$ cat config.mk
export PLATFORM = sky130hd
export DESIGN_NAME = ctrl_decode_stage
export DESIGN_NICKNAME = d
export VERILOG_FILES = /design/src/rtl/ctrl_pkg.sv /design/src/rtl/ctrl_decode_comb.sv /design/src/rtl/ctrl_decode_stage.sv
export SDC_FILE = /design/constraint.sdc
export NUM_CORES = 1
export LEC_CHECK = 0
export ABC_AREA = 1
export CAP_MARGIN = 40
export CORE_MARGIN = 3
export CORE_UTILIZATION = 45
export DETAILED_ROUTE_END_ITERATION = 7
export HOLD_SLACK_MARGIN = 0.15
export PLACE_DENSITY = 0.79
export SYNTH_ARGS = -nofsm -noshare
export SYNTH_HDL_FRONTEND = slang
export SYNTH_HIERARCHICAL = 1
export SYNTH_SLANG_ARGS = --single-unit
$ cat constraint.sdc
create_clock -name clk -period 2 [get_ports clk]
set_clock_uncertainty 0.05 [all_clocks]
set_input_delay 0.6 -clock clk [delete_from_list [all_inputs] [get_ports clk]]
set_output_delay 0.6 -clock clk [all_outputs]
set_load 0.1 [all_outputs]
$ cat src/rtl/ctrl_pkg.sv
// ctrl_pkg - opcode/funct encodings, ALU classes, cause codes, FSM state and control bundle
// Rev 1.0
`default_nettype none

package ctrl_pkg;

    localparam logic [5:0] OP_RTYPE    = 6'd0;
    localparam logic [5:0] OP_REGIMM   = 6'd1;
    localparam logic [5:0] OP_J        = 6'd2;
    localparam logic [5:0] OP_JAL      = 6'd3;
    localparam logic [5:0] OP_BEQ      = 6'd4;
    localparam logic [5:0] OP_BNE      = 6'd5;
    localparam logic [5:0] OP_BLEZ     = 6'd6;
    localparam logic [5:0] OP_BGTZ     = 6'd7;
    localparam logic [5:0] OP_ADDI     = 6'd8;
    localparam logic [5:0] OP_ADDIU    = 6'd9;
    localparam logic [5:0] OP_SLTI     = 6'd10;
    localparam logic [5:0] OP_SLTIU    = 6'd11;
    localparam logic [5:0] OP_ANDI     = 6'd12;
    localparam logic [5:0] OP_ORI      = 6'd13;
    localparam logic [5:0] OP_XORI     = 6'd14;
    localparam logic [5:0] OP_LUI      = 6'd15;
    localparam logic [5:0] OP_COP0     = 6'd16;
    localparam logic [5:0] OP_SPECIAL2 = 6'd28;
    localparam logic [5:0] OP_LB       = 6'd32;
    localparam logic [5:0] OP_LH       = 6'd33;
    localparam logic [5:0] OP_LW       = 6'd35;
    localparam logic [5:0] OP_LBU      = 6'd36;
    localparam logic [5:0] OP_LHU      = 6'd37;
    localparam logic [5:0] OP_SB       = 6'd40;
    localparam logic [5:0] OP_SH       = 6'd41;
    localparam logic [5:0] OP_SW       = 6'd43;

    localparam logic [5:0] F_SLL     = 6'd0;
    localparam logic [5:0] F_SRL     = 6'd2;
    localparam logic [5:0] F_SRA     = 6'd3;
    localparam logic [5:0] F_SLLV    = 6'd4;
    localparam logic [5:0] F_SRLV    = 6'd6;
    localparam logic [5:0] F_SRAV    = 6'd7;
    localparam logic [5:0] F_JR      = 6'd8;
    localparam logic [5:0] F_JALR    = 6'd9;
    localparam logic [5:0] F_SYSCALL = 6'd12;
    localparam logic [5:0] F_BREAK   = 6'd13;
    localparam logic [5:0] F_MFHI    = 6'd16;
    localparam logic [5:0] F_MTHI    = 6'd17;
    localparam logic [5:0] F_MFLO    = 6'd18;
    localparam logic [5:0] F_MTLO    = 6'd19;
    localparam logic [5:0] F_MULT    = 6'd24;
    localparam logic [5:0] F_MULTU   = 6'd25;
    localparam logic [5:0] F_DIV     = 6'd26;
    localparam logic [5:0] F_DIVU    = 6'd27;
    localparam logic [5:0] F_ADD     = 6'd32;
    localparam logic [5:0] F_ADDU    = 6'd33;
    localparam logic [5:0] F_SUB     = 6'd34;
    localparam logic [5:0] F_SUBU    = 6'd35;
    localparam logic [5:0] F_AND     = 6'd36;
    localparam logic [5:0] F_OR      = 6'd37;
    localparam logic [5:0] F_XOR     = 6'd38;
    localparam logic [5:0] F_NOR     = 6'd39;
    localparam logic [5:0] F_SLT     = 6'd42;
    localparam logic [5:0] F_SLTU    = 6'd43;

    localparam logic [4:0] ALU_ADD    = 5'b00000;
    localparam logic [4:0] ALU_RTYPE  = 5'b00010;
    localparam logic [4:0] ALU_BRANCH = 5'b00011;
    localparam logic [4:0] ALU_AND    = 5'b00100;
    localparam logic [4:0] ALU_OR     = 5'b00101;
    localparam logic [4:0] ALU_XOR    = 5'b00110;
    localparam logic [4:0] ALU_SLT    = 5'b00111;
    localparam logic [4:0] ALU_SLTU   = 5'b01000;
    localparam logic [4:0] ALU_LUI    = 5'b01001;
    localparam logic [4:0] ALU_MUL    = 5'b01010;

    localparam logic [4:0] EXC_SYS = 5'd8;
    localparam logic [4:0] EXC_BP  = 5'd9;
    localparam logic [4:0] EXC_RI  = 5'd10;

    typedef enum logic [1:0] {
        IDLE     = 2'd0,
        MDU_WAIT = 2'd1,
        EXC_WAIT = 2'd2
    } state_e;

    // Byte-enable class; the stage expands it to the configured bus width.
    typedef enum logic [1:0] {
        BE_NONE = 2'd0,
        BE_BYTE = 2'd1,
        BE_HALF = 2'd2,
        BE_ALL  = 2'd3
    } be_sel_e;

    typedef struct packed {
        logic       reg_write;
        logic       mem_write;
        logic       mem_to_reg;
        logic       branch;
        logic       alu_src;
        logic       reg_dst;
        logic       jump;
        logic       jr;
        logic       link;
        logic       arith_u;
        logic       cop;
        be_sel_e    be_sel;
        logic [4:0] alu_op;
    } ctrl_t;

    localparam ctrl_t CTRL_NONE = '0;

endpackage

`default_nettype wire

$ cat src/rtl/ctrl_decode_comb.sv
// ctrl_decode_comb - pure decode table: instruction word to control bundle, MDU and exception flags
// Rev 1.0
`default_nettype none

module ctrl_decode_comb
    import ctrl_pkg::*;
#(
    parameter int MDU_EN = 1
) (
    input  logic [31:0] instr_i,
    output ctrl_t       ctrl_o,
    output logic        is_mdu_o,
    output logic [1:0]  mdu_op_o,
    output logic        exc_o,
    output logic [4:0]  exc_code_o
);

    logic [5:0] op;
    logic [5:0] funct;
    logic       ri;
    logic       sys;
    logic       bp;
    logic       unused_instr_bits;

    assign op                = instr_i[31:26];
    assign funct             = instr_i[5:0];
    assign unused_instr_bits = ^instr_i[25:6];

    always_comb begin
        ctrl_o   = CTRL_NONE;
        is_mdu_o = 1'b0;
        ri       = 1'b0;
        sys      = 1'b0;
        bp       = 1'b0;
        case (op)
            OP_RTYPE: begin
                ctrl_o.reg_write = 1'b1;
                ctrl_o.reg_dst   = 1'b1;
                ctrl_o.alu_op    = ALU_RTYPE;
                ctrl_o.be_sel    = BE_ALL;
                case (funct)
                    F_JR: begin
                        ctrl_o.reg_write = 1'b0;
                        ctrl_o.jr        = 1'b1;
                        ctrl_o.be_sel    = BE_NONE;
                    end
                    F_JALR: begin
                        ctrl_o.jr   = 1'b1;
                        ctrl_o.link = 1'b1;
                    end
                    F_SYSCALL: begin
                        ctrl_o.reg_write = 1'b0;
                        sys              = 1'b1;
                    end
                    F_BREAK: begin
                        ctrl_o.reg_write = 1'b0;
                        bp               = 1'b1;
                    end
                    F_MULT, F_MULTU, F_DIV, F_DIVU: begin
                        ctrl_o.reg_write = 1'b0;
                        if (MDU_EN != 0) begin
                            is_mdu_o = 1'b1;
                        end else begin
                            ri = 1'b1;
                        end
                    end
                    F_SLL, F_SRL, F_SRA, F_SLLV, F_SRLV, F_SRAV,
                    F_MFHI, F_MTHI, F_MFLO, F_MTLO,
                    F_ADD, F_ADDU, F_SUB, F_SUBU,
                    F_AND, F_OR, F_XOR, F_NOR, F_SLT, F_SLTU: ;
                    default: ri = 1'b1;
                endcase
            end
            OP_ADDI, OP_ADDIU: begin
                ctrl_o.alu_op    = ALU_ADD;
                ctrl_o.alu_src   = 1'b1;
                ctrl_o.reg_write = 1'b1;
            end
            OP_LW, OP_LB, OP_LH, OP_LBU, OP_LHU: begin
                ctrl_o.mem_to_reg = 1'b1;
                ctrl_o.reg_write  = 1'b1;
                ctrl_o.alu_src    = 1'b1;
                ctrl_o.alu_op     = ALU_ADD;
                ctrl_o.arith_u    = (op == OP_LBU) || (op == OP_LHU);
                if (op == OP_LW) begin
                    ctrl_o.be_sel = BE_ALL;
                end else if (op == OP_LB || op == OP_LBU) begin
                    ctrl_o.be_sel = BE_BYTE;
                end else begin
                    ctrl_o.be_sel = BE_HALF;
                end
            end
            OP_SW, OP_SB, OP_SH: begin
                ctrl_o.mem_write = 1'b1;
                ctrl_o.alu_src   = 1'b1;
                ctrl_o.alu_op    = ALU_ADD;
                if (op == OP_SW) begin
                    ctrl_o.be_sel = BE_ALL;
                end else if (op == OP_SB) begin
                    ctrl_o.be_sel = BE_BYTE;
                end else begin
                    ctrl_o.be_sel = BE_HALF;
                end
            end
            OP_BEQ, OP_BNE, OP_BLEZ, OP_BGTZ, OP_REGIMM: begin
                ctrl_o.alu_op = ALU_BRANCH;
                ctrl_o.branch = 1'b1;
            end
            OP_ANDI, OP_ORI, OP_XORI: begin
                ctrl_o.alu_src   = 1'b1;
                ctrl_o.reg_write = 1'b1;
                ctrl_o.arith_u   = 1'b1;
                if (op == OP_ANDI) begin
                    ctrl_o.alu_op = ALU_AND;
                end else if (op == OP_ORI) begin
                    ctrl_o.alu_op = ALU_OR;
                end else begin
                    ctrl_o.alu_op = ALU_XOR;
                end
            end
            OP_SLTI, OP_SLTIU, OP_LUI: begin
                ctrl_o.alu_src   = 1'b1;
                ctrl_o.reg_write = 1'b1;
                if (op == OP_SLTI) begin
                    ctrl_o.alu_op = ALU_SLT;
                end else if (op == OP_SLTIU) begin
                    ctrl_o.alu_op = ALU_SLTU;
                end else begin
                    ctrl_o.alu_op = ALU_LUI;
                end
            end
            OP_SPECIAL2: begin
                ctrl_o.alu_op    = ALU_MUL;
                ctrl_o.reg_dst   = 1'b1;
                ctrl_o.reg_write = 1'b1;
            end
            OP_COP0: begin
                ctrl_o.cop       = 1'b1;
                ctrl_o.reg_write = 1'b1;
            end
            OP_J: begin
                ctrl_o.jump = 1'b1;
            end
            OP_JAL: begin
                ctrl_o.jump      = 1'b1;
                ctrl_o.link      = 1'b1;
                ctrl_o.reg_write = 1'b1;
            end
            default: ri = 1'b1;
        endcase
    end

    // mult/multu/div/divu occupy funct 24..27, so the low bits are the MDU op.
    assign mdu_op_o   = funct[1:0];
    assign exc_o      = ri | sys | bp;
    assign exc_code_o = sys ? EXC_SYS : (bp ? EXC_BP : EXC_RI);

endmodule

`default_nettype wire

$ cat src/rtl/ctrl_decode_stage.sv
// ctrl_decode_stage - registered MIPS decode/control stage with MDU start/done and CP0 exception sequencing
// Rev 1.0
`default_nettype none

module ctrl_decode_stage
    import ctrl_pkg::*;
#(
    parameter int BE_W    = 4,
    parameter int ALUOP_W = 5,
    parameter int EXC_W   = 5,
    parameter int MDU_EN  = 1
) (
    input  logic               clk,
    input  logic               rst_n,
    input  logic [31:0]        instr_D,
    input  logic               valid_D,
    input  logic               stall_i,
    input  logic               flush_i,
    input  logic               mdu_done,
    input  logic               exc_ack,
    output logic               RegWrite_E,
    output logic               MemWrite_E,
    output logic               MemtoReg_E,
    output logic               Branch_E,
    output logic               AluSrc_E,
    output logic               RegDst_E,
    output logic               Jump_E,
    output logic               Jr_E,
    output logic               Link_E,
    output logic               ArithU_E,
    output logic               Cop_E,
    output logic [BE_W-1:0]    ByteEn_E,
    output logic [ALUOP_W-1:0] alu_opcode_E,
    output logic               mdu_start,
    output logic [1:0]         mdu_op,
    output logic               stall_o,
    output logic               exc_req,
    output logic [EXC_W-1:0]   exc_code
);

    ctrl_t              dec_ctrl;
    logic               dec_is_mdu;
    logic [1:0]         dec_mdu_op;
    logic               dec_exc;
    logic [4:0]         dec_exc_code;

    state_e             state_q;
    logic [10:0]        flags_q;
    logic [10:0]        flags_d;
    logic [BE_W-1:0]    byte_en_q;
    logic [BE_W-1:0]    byte_en_d;
    logic [ALUOP_W-1:0] alu_q;
    logic [ALUOP_W-1:0] alu_d;
    logic               mdu_start_q;
    logic [1:0]         mdu_op_q;
    logic               exc_req_q;
    logic [EXC_W-1:0]   exc_code_q;
    logic               replay_block_q;
    logic               issue_ok;
    ctrl_t              e_ctrl_d;

    ctrl_decode_comb #(
        .MDU_EN (MDU_EN)
    ) u_decode (
        .instr_i    (instr_D),
        .ctrl_o     (dec_ctrl),
        .is_mdu_o   (dec_is_mdu),
        .mdu_op_o   (dec_mdu_op),
        .exc_o      (dec_exc),
        .exc_code_o (dec_exc_code)
    );

    assign stall_o = (state_q != IDLE);

    // After a wait completes, the front end still holds the finished instruction
    // in decode until IF/ID advances; it must not be issued a second time.
    assign issue_ok = valid_D && !flush_i && !stall_i && !stall_o && !replay_block_q;

    always_comb begin
        e_ctrl_d = CTRL_NONE;
        if (issue_ok && !dec_exc && !dec_is_mdu) begin
            e_ctrl_d = dec_ctrl;
        end
    end

    always_comb begin
        flags_d   = {e_ctrl_d.reg_write, e_ctrl_d.mem_write, e_ctrl_d.mem_to_reg,
                     e_ctrl_d.branch, e_ctrl_d.alu_src, e_ctrl_d.reg_dst,
                     e_ctrl_d.jump, e_ctrl_d.jr, e_ctrl_d.link,
                     e_ctrl_d.arith_u, e_ctrl_d.cop};
        alu_d     = ALUOP_W'(e_ctrl_d.alu_op);
        byte_en_d = '0;
        case (e_ctrl_d.be_sel)
            BE_BYTE: byte_en_d[0]   = 1'b1;
            BE_HALF: byte_en_d[1:0] = 2'b11;
            BE_ALL:  byte_en_d      = '1;
            default: byte_en_d      = '0;
        endcase
    end

    always_ff @(posedge clk or negedge rst_n) begin
        if (!rst_n) begin
            state_q        <= IDLE;
            flags_q        <= '0;
            byte_en_q      <= '0;
            alu_q          <= '0;
            mdu_start_q    <= 1'b0;
            mdu_op_q       <= 2'b00;
            exc_req_q      <= 1'b0;
            exc_code_q     <= '0;
            replay_block_q <= 1'b0;
        end else begin
            flags_q     <= flags_d;
            byte_en_q   <= byte_en_d;
            alu_q       <= alu_d;
            mdu_start_q <= 1'b0;
            case (state_q)
                IDLE: begin
                    replay_block_q <= replay_block_q && stall_i && !flush_i;
                    if (issue_ok && dec_exc) begin
                        exc_req_q  <= 1'b1;
                        exc_code_q <= EXC_W'(dec_exc_code);
                        state_q    <= EXC_WAIT;
                    end else if (issue_ok && dec_is_mdu) begin
                        mdu_start_q <= 1'b1;
                        mdu_op_q    <= dec_mdu_op;
                        state_q     <= MDU_WAIT;
                    end
                end
                MDU_WAIT: begin
                    // A done coincident with the start pulse belongs to no operation of ours.
                    if (mdu_done && !mdu_start_q) begin
                        state_q        <= IDLE;
                        replay_block_q <= 1'b1;
                    end
                end
                EXC_WAIT: begin
                    if (exc_ack) begin
                        exc_req_q      <= 1'b0;
                        state_q        <= IDLE;
                        replay_block_q <= 1'b1;
                    end
                end
                default: state_q <= IDLE;
            endcase
        end
    end

    assign {RegWrite_E, MemWrite_E, MemtoReg_E, Branch_E, AluSrc_E, RegDst_E,
            Jump_E, Jr_E, Link_E, ArithU_E, Cop_E} = flags_q;
    assign ByteEn_E     = byte_en_q;
    assign alu_opcode_E = alu_q;
    assign mdu_start    = mdu_start_q;
    assign mdu_op       = mdu_op_q;
    assign exc_req      = exc_req_q;
    assign exc_code     = exc_code_q;

endmodule

`default_nettype wire

==> results.sh <==
export IMPL_grt_remaining_overflow=0
export IMPL_nFillCells=274
export IMPL_slew_viol_final=0
export IMPL_layout_setup_ws_ps=63.2
export IMPL_period_needed_ps=1940
export IMPL_final_common_cell="nand2_1"
export IMPL_final_hold_violation_count=0
export IMPL_cts_max_path_buffers=2
export IMPL_drt_wl_total_um=5660
export IMPL_core_area_um2=4440
export IMPL_vias=2124
export IMPL_syn_mean_instance_area_um2=7.61
export IMPL_hp_start="state_q[1]"
export IMPL_hold_path_class="flip-flop to flip-flop"
export IMPL_required_ps=1350
export IMPL_ys_ff_latch=31
export IMPL_yosysUniqueCellTypes=27
export IMPL_io_pins=69
export IMPL_root_buffer="clkbuf_8"
export IMPL_detail_route_iter0_violations=113
export IMPL_dieArea_um2=5540
export IMPL_netlist_instances=277
export IMPL_ant_nets=0
export IMPL_cts_reportedPaths_clkPinSlew_ps=60
export IMPL_finalCritPeriodShare_pct=96.8
export IMPL_synth_top_cell_area_share_pct=36.8
export IMPL_end_kind="primary output"
export IMPL_dp_slack_ps=-620
export IMPL_crit_fanout=3
export IMPL_clock_latency_ps=280
export IMPL_first_pass_iters=4
export IMPL_clock_sinks=31
export IMPL_fin_nets=430
export IMPL_crit_type="flip-flop to primary output"
export IMPL_routed_via_density=4.84
export IMPL_grt_first_pass_wirelength_um=9520
export IMPL_worst_ir_drop_vdd_mv=0.613
export IMPL_grt_pass1_vias=2106
export IMPL_synth_largest_area_cell="dfrtp_1"
export IMPL_arrival_ps=1290
export IMPL_dp_cells=421
export IMPL_timing_rr_end="state_q[0]"
export IMPL_gr_usage_all_layers_pct=22.1
export IMPL_leakagePower_uw=0.00176
export IMPL_synth_seq_area_share_pct=36.8
export IMPL_n_antenna_cell=0
export IMPL_setup_violations=0
export IMPL_antenna_found_initial=0
export IMPL_drv_cap=0
export IMPL_numCtsBuffers=5
export IMPL_holdPathStages=2
export IMPL_yosys_top_cells_area="dfrtp_1, nand2_1, nor2_4"
export IMPL_rows=24
export IMPL_netlist_area_um2=2110
export IMPL_ys_warn_count=6
export IMPL_mostFrequentLayoutCells="nand2_1, buf_4, inv_1"
export IMPL_fin_cells=439
export IMPL_r2r_start="state_q[1]"
export IMPL_die_w_um=74.4
export IMPL_max_freq_mhz=516
export IMPL_die_h_um=74.4
export IMPL_cellPowerDensity_nw_per_um2=659
export IMPL_dp_hpwl_um=4220
export IMPL_hold_path_end="state_q[1]"
export IMPL_syn_to_final_growth_pct=67.9
export IMPL_tritoncts="done"
export IMPL_layout_drive_gt1_share_pct=48.1
export IMPL_port_buffers=48
export IMPL_reg2reg_slack_ps=450
export IMPL_grt_max_degree=32
export IMPL_critPathLaunchType="flip-flop"
export IMPL_htree_levels=2
export IMPL_status="finished, final reports clean"
export IMPL_drc=0
export IMPL_gp_congestion=0.982
export IMPL_start_util_pct=47.4
export IMPL_routedWlPerCell_um=12.9
export IMPL_r2r_cells=10
flip-flops by register name, indices dropped and copies added (netlist names):
name and flops:
replay_block_q 1, exc_req 1, alu_opcode_E 5, ByteEn_E 3
flags_q 11, state_q 2, mdu_op 2, mdu_start 1
exc_code 5
Yosys cell counts (all sizes together):
library cell and count:
a21boi 1, a21oi 3, buf 9, conb 2
dfrtp 31, ha 4, inv 49, nand2 84
nand3 20, nand4 6, nor2 53, nor3 4
o211ai 2, o21ai 9
how the worst max path moves through the flow:
stage | endpoint | cells past startpoint | startpoint | slack (ps)
CTS | flags_q[10] | 13 | instr_D[30] | 3
global route | flags_q[10] | 14 | instr_D[0] | -20
global placement | alu_opcode_E[1] | 13 | instr_D[26] | -560
detailed placement | alu_opcode_E[2] | 15 | instr_D[29] | -620
floorplan | flags_q[3] | 13 | instr_D[29] | 30
finish | stall_o | 4 | state_q[1] | 60
layout make-up:
type | count | area, um2 | share of cell area, %
clock buffer | 6 | 82.6 | 2.33
timing repair buffer | 110 | 1250 | 35.2
multi-input combinational | 190 | 1180 | 33.3
tap | 52 | 65.1 | 1.84
clock inverter | 1 | 5.00 | 0.141
sequential | 31 | 776 | 21.9
inverter | 49 | 184 | 5.20
where the power goes:
part	internal, uW	total (uW)	switching (uW)
registers	688	751	62.6
logic	391	1090	701
clock network	269	487	218
total	1350	2330	982
kinds of logic after synthesis:
| family | share of synthesized area, % |
|---|---|
| fa+ha+maj | 2.38 |
| compound gates | 4.45 |
| flops | 36.8 |
| buf+inv | 12.7 |
| simple gates | 43.3 |
| other cells | 0.356 |
worst max-delay path, cell delays in order (launching register included):
cell     delay, ps
dfrtp_1        370
inv_1           80
ha_1           220
inv_2          140
buf_12         190
per-layer routing:
layer,track usage [%],up-vias,share of wire [%]
li1,-,1054,-
met1,28.0,982,41
met2,38.9,80,52
met3,3.78,8,5.2
met4,5.53,0,1.3
met5,0,-,0
timing repair:
action                     in CTS  in global routing
setup buffers                   5                  6
hold buffers                    0                  0
setup endpoints to repair      30                 29
resized for setup              40                 40
gates cloned                    1                  0
pin swaps                      11                 14
stage by stage:
stage | power, uW | instance area, um2 | hold slack [ps] | TNS, ps | utilization (%)
final | 2330 | 3540 | 470 | 0 | 79.6
after CTS | 2310 | 3470 | 493 | 0 | 78.0
after global routing | 2440 | 3540 | 505 | -86.9 | 79.6
after floorplan | 1390 | 2120 | 254 | 0 | -
after global placement | 1780 | 3270 | 462 | -15120 | 73.7
after detailed placement | 1810 | 3270 | 477 | -16660 | 73.7
(Power assumes the default switching activity.)
==> RTL edit: new RTL, same flow settings <==
Encoding of `state_e`: now one-hot (3 bits for 3 states).
--- a/src/rtl/ctrl_pkg.sv
+++ b/src/rtl/ctrl_pkg.sv
@@ -76,8 +76,8 @@
     localparam logic [4:0] EXC_RI  = 5'd10;
 
-    typedef enum logic [1:0] {
-        IDLE     = 2'd0,
-        MDU_WAIT = 2'd1,
-        EXC_WAIT = 2'd2
+    typedef enum logic [2:0] {
+        IDLE     = 3'b001,
+        MDU_WAIT = 3'b010,
+        EXC_WAIT = 3'b100
     } state_e;
 
Behaviour: same outputs for any inputs over 10 cycles, from zero or initial values and one cycle with rst_n low; not proved beyond that.
==> RTL edit against the unedited design <==
Non-clock buffer count fell by 2. Area after synthesis decreased by 3.4%. Sequential power rose by 7.1%. Sequential cell count up 1. Global-route usage is 3.6 points higher. Power increased by 10%. Worst setup slack got worse by 17 ps. Via count rose by 6.5%. Final area decreased by 0.53%. Die area fell by 3.2%. Routed wire length is 20% higher. Critical endpoint is now exc_code[1]$_DFFE_PN0P_. Largest cell class unchanged.
==> RTL edit: results (changes against the unedited design) <==
status finished, final reports clean; htree depth 2 (unchanged); layout cells sized above 1 49.4% (+1.3 points); Net Sw Frac 43.6% (+1.5 points); Wirelength per Cell 15.5 µm (+20%); Max FO, Critical Path 6 (+3); largest net degree at the start of global routing 33 (+3.1%); vias in the first global route 2214 (+5.1%); CTS Buf Count 5 (unchanged); pre-CTS setup slack -682 ps (-62.8 ps); number of vias per cell 5.15 (+6.5%); max FFs per register 11 (unchanged); Cells after Synth 280 (+1.1%); n_diodes 0 (unchanged); Yosys cell types 24 (-11%); Worst Path Arrival 2130 ps (+840 ps); Initial DRC Count 167 (+48%); clock slew at reported path FFs 70 ps; Global Route Usage Sum 25.7% (+3.6 points); global-route wire length before repair 10300 µm (+8.0%); post-synthesis sequential area ratio 39.4% (+2.6 points); routed length on met1 2420 µm (+4.3%); IO buf count 48 (unchanged); nets@finish 427 (-0.70%); Lkg Pwr 0.00178 µW (+1.3%); Root Buffer clkbuf_8; placed cell count 412 (-2.1%); fillers 220 (-20%); routed wl met2 3720 µm (+25%); DRT Wirelength 6790 µm (+20%); largest reg by FF count flags_q; initial antenna violation count 0 (unchanged); main flop type after synthesis dfrtp_1; YS warnings 6 (unchanged); most instantiated cells after synthesis 72 x nand2_1, 42 x inv_1, 31 x dfrtp_1; Synth area leaders dfrtp_1 38%, nand2_1 13%, inv_1 7.7%, nand3_1 5.7%, nor2_1 5.5%; uppermost layer routed met4; worst skew pair latency around 290 ps; placer's final routability congestion estimate 0.941 (-4.2%); routed wl met3 479 µm (+62%); Detail Placement HPWL 4240 µm (+0.52%); Worst VDD drop 0.000686 V (+12%); Clock Tree Buf Depth 2 (unchanged)
-- RTL edit: cell type report --
type	instances	area (µm²)	share of cell area (%)
Clock buffer	6	82.6	2.35
Inverter	52	208	5.90
Timing Repair Buffer	108	1270	36.0
Tap cell	50	62.6	1.78
Clock inverter	2	10.0	0.284
Multi-Input combinational cell	189	1090	30.9
Sequential cell	32	802	22.8
-- RTL edit: metal layers --
| metal | GRT usage [%] | vias to the layer above |
|---|---|---|
| met5 | 0 | - |
| met4 | 12.3 | 0 |
| met3 | 4.96 | 20 |
| met2 | 46.4 | 115 |
| met1 | 28.7 | 1065 |
| li1 | - | 1063 |
-- RTL edit: what timing repair did --
item | 4_1_cts | 5_1_grt
pin swaps | 11 | 17
hold buffers | 0 | 0
endpoints found under the setup margin | 30 | 30
gates resized for setup | 54 | 55
setup buffers | 9 | 10
gates cloned | 1 | 0
-- RTL edit: logic make-up after synthesis --
kind of cell / after synthesis / synth area share [%]
flops: 32 / 39.4
compound gates: 15 / 4.49
other cells: 2 / 0.369
simple gates: 170 / 42.4
buf+inv: 61 / 13.3
-- RTL edit: worst paths after layout --
check                                  startpoint                       to  slack, ps  cells after the start
setup reg to reg           state_q[0]$_DFFE_PN1P_  exc_code[1]$_DFFE_PN0P_        510                      7
min in group asynchronous                   rst_n     flags_q[9]$_DFF_PN0_        640                      2
hold / removal                exc_req$_DFFE_PN0P_      exc_req$_DFFE_PN0P_        490                      2
hold reg to reg               exc_req$_DFFE_PN0P_      exc_req$_DFFE_PN0P_        490                      2
max in group asynchronous                   rst_n   state_q[0]$_DFFE_PN1P_       1020                      2
setup / recovery                      instr_D[29]  exc_code[1]$_DFFE_PN0P_         50                     16
-- RTL edit: metrics by stage --
step	power [µW]	hold slack (ps)	setup TNS, ps	area (µm²)
floorplan	1480	254	0	2040
global placement	1910	469	-15640	3140
detailed placement	1940	472	-17740	3140
CTS	2510	493	0	3410
global route	2650	511	-170	3520
finish	2560	494	0	3520
-- RTL edit: worst max-delay path, cell delays in order --
cell	delay, ps
buf_12	110
nor2_4	170
nand2_4	80
nor2_4	120
nand2_2	80
nor2_4	90
nand3_2	80
nand2_2	70
inv_2	40
nand2_2	80
clkinv_4	90
buf_12	130
nor2_4	150
buf_6	130
nand2_1	50
nand2_1	70
-- RTL edit: power by group through the flow --
stage | registers (µW) | logic (µW) | clock network [µW]
4_1_cts | 797 | 1200 | 515
3_3_place_gp | 799 | 1110 | 0
6_report | 804 | 1240 | 517
2_1_floorplan | 1150 | 328 | 0
3_5_place_dp | 805 | 1130 | 0
5_1_grt | 807 | 1290 | 549
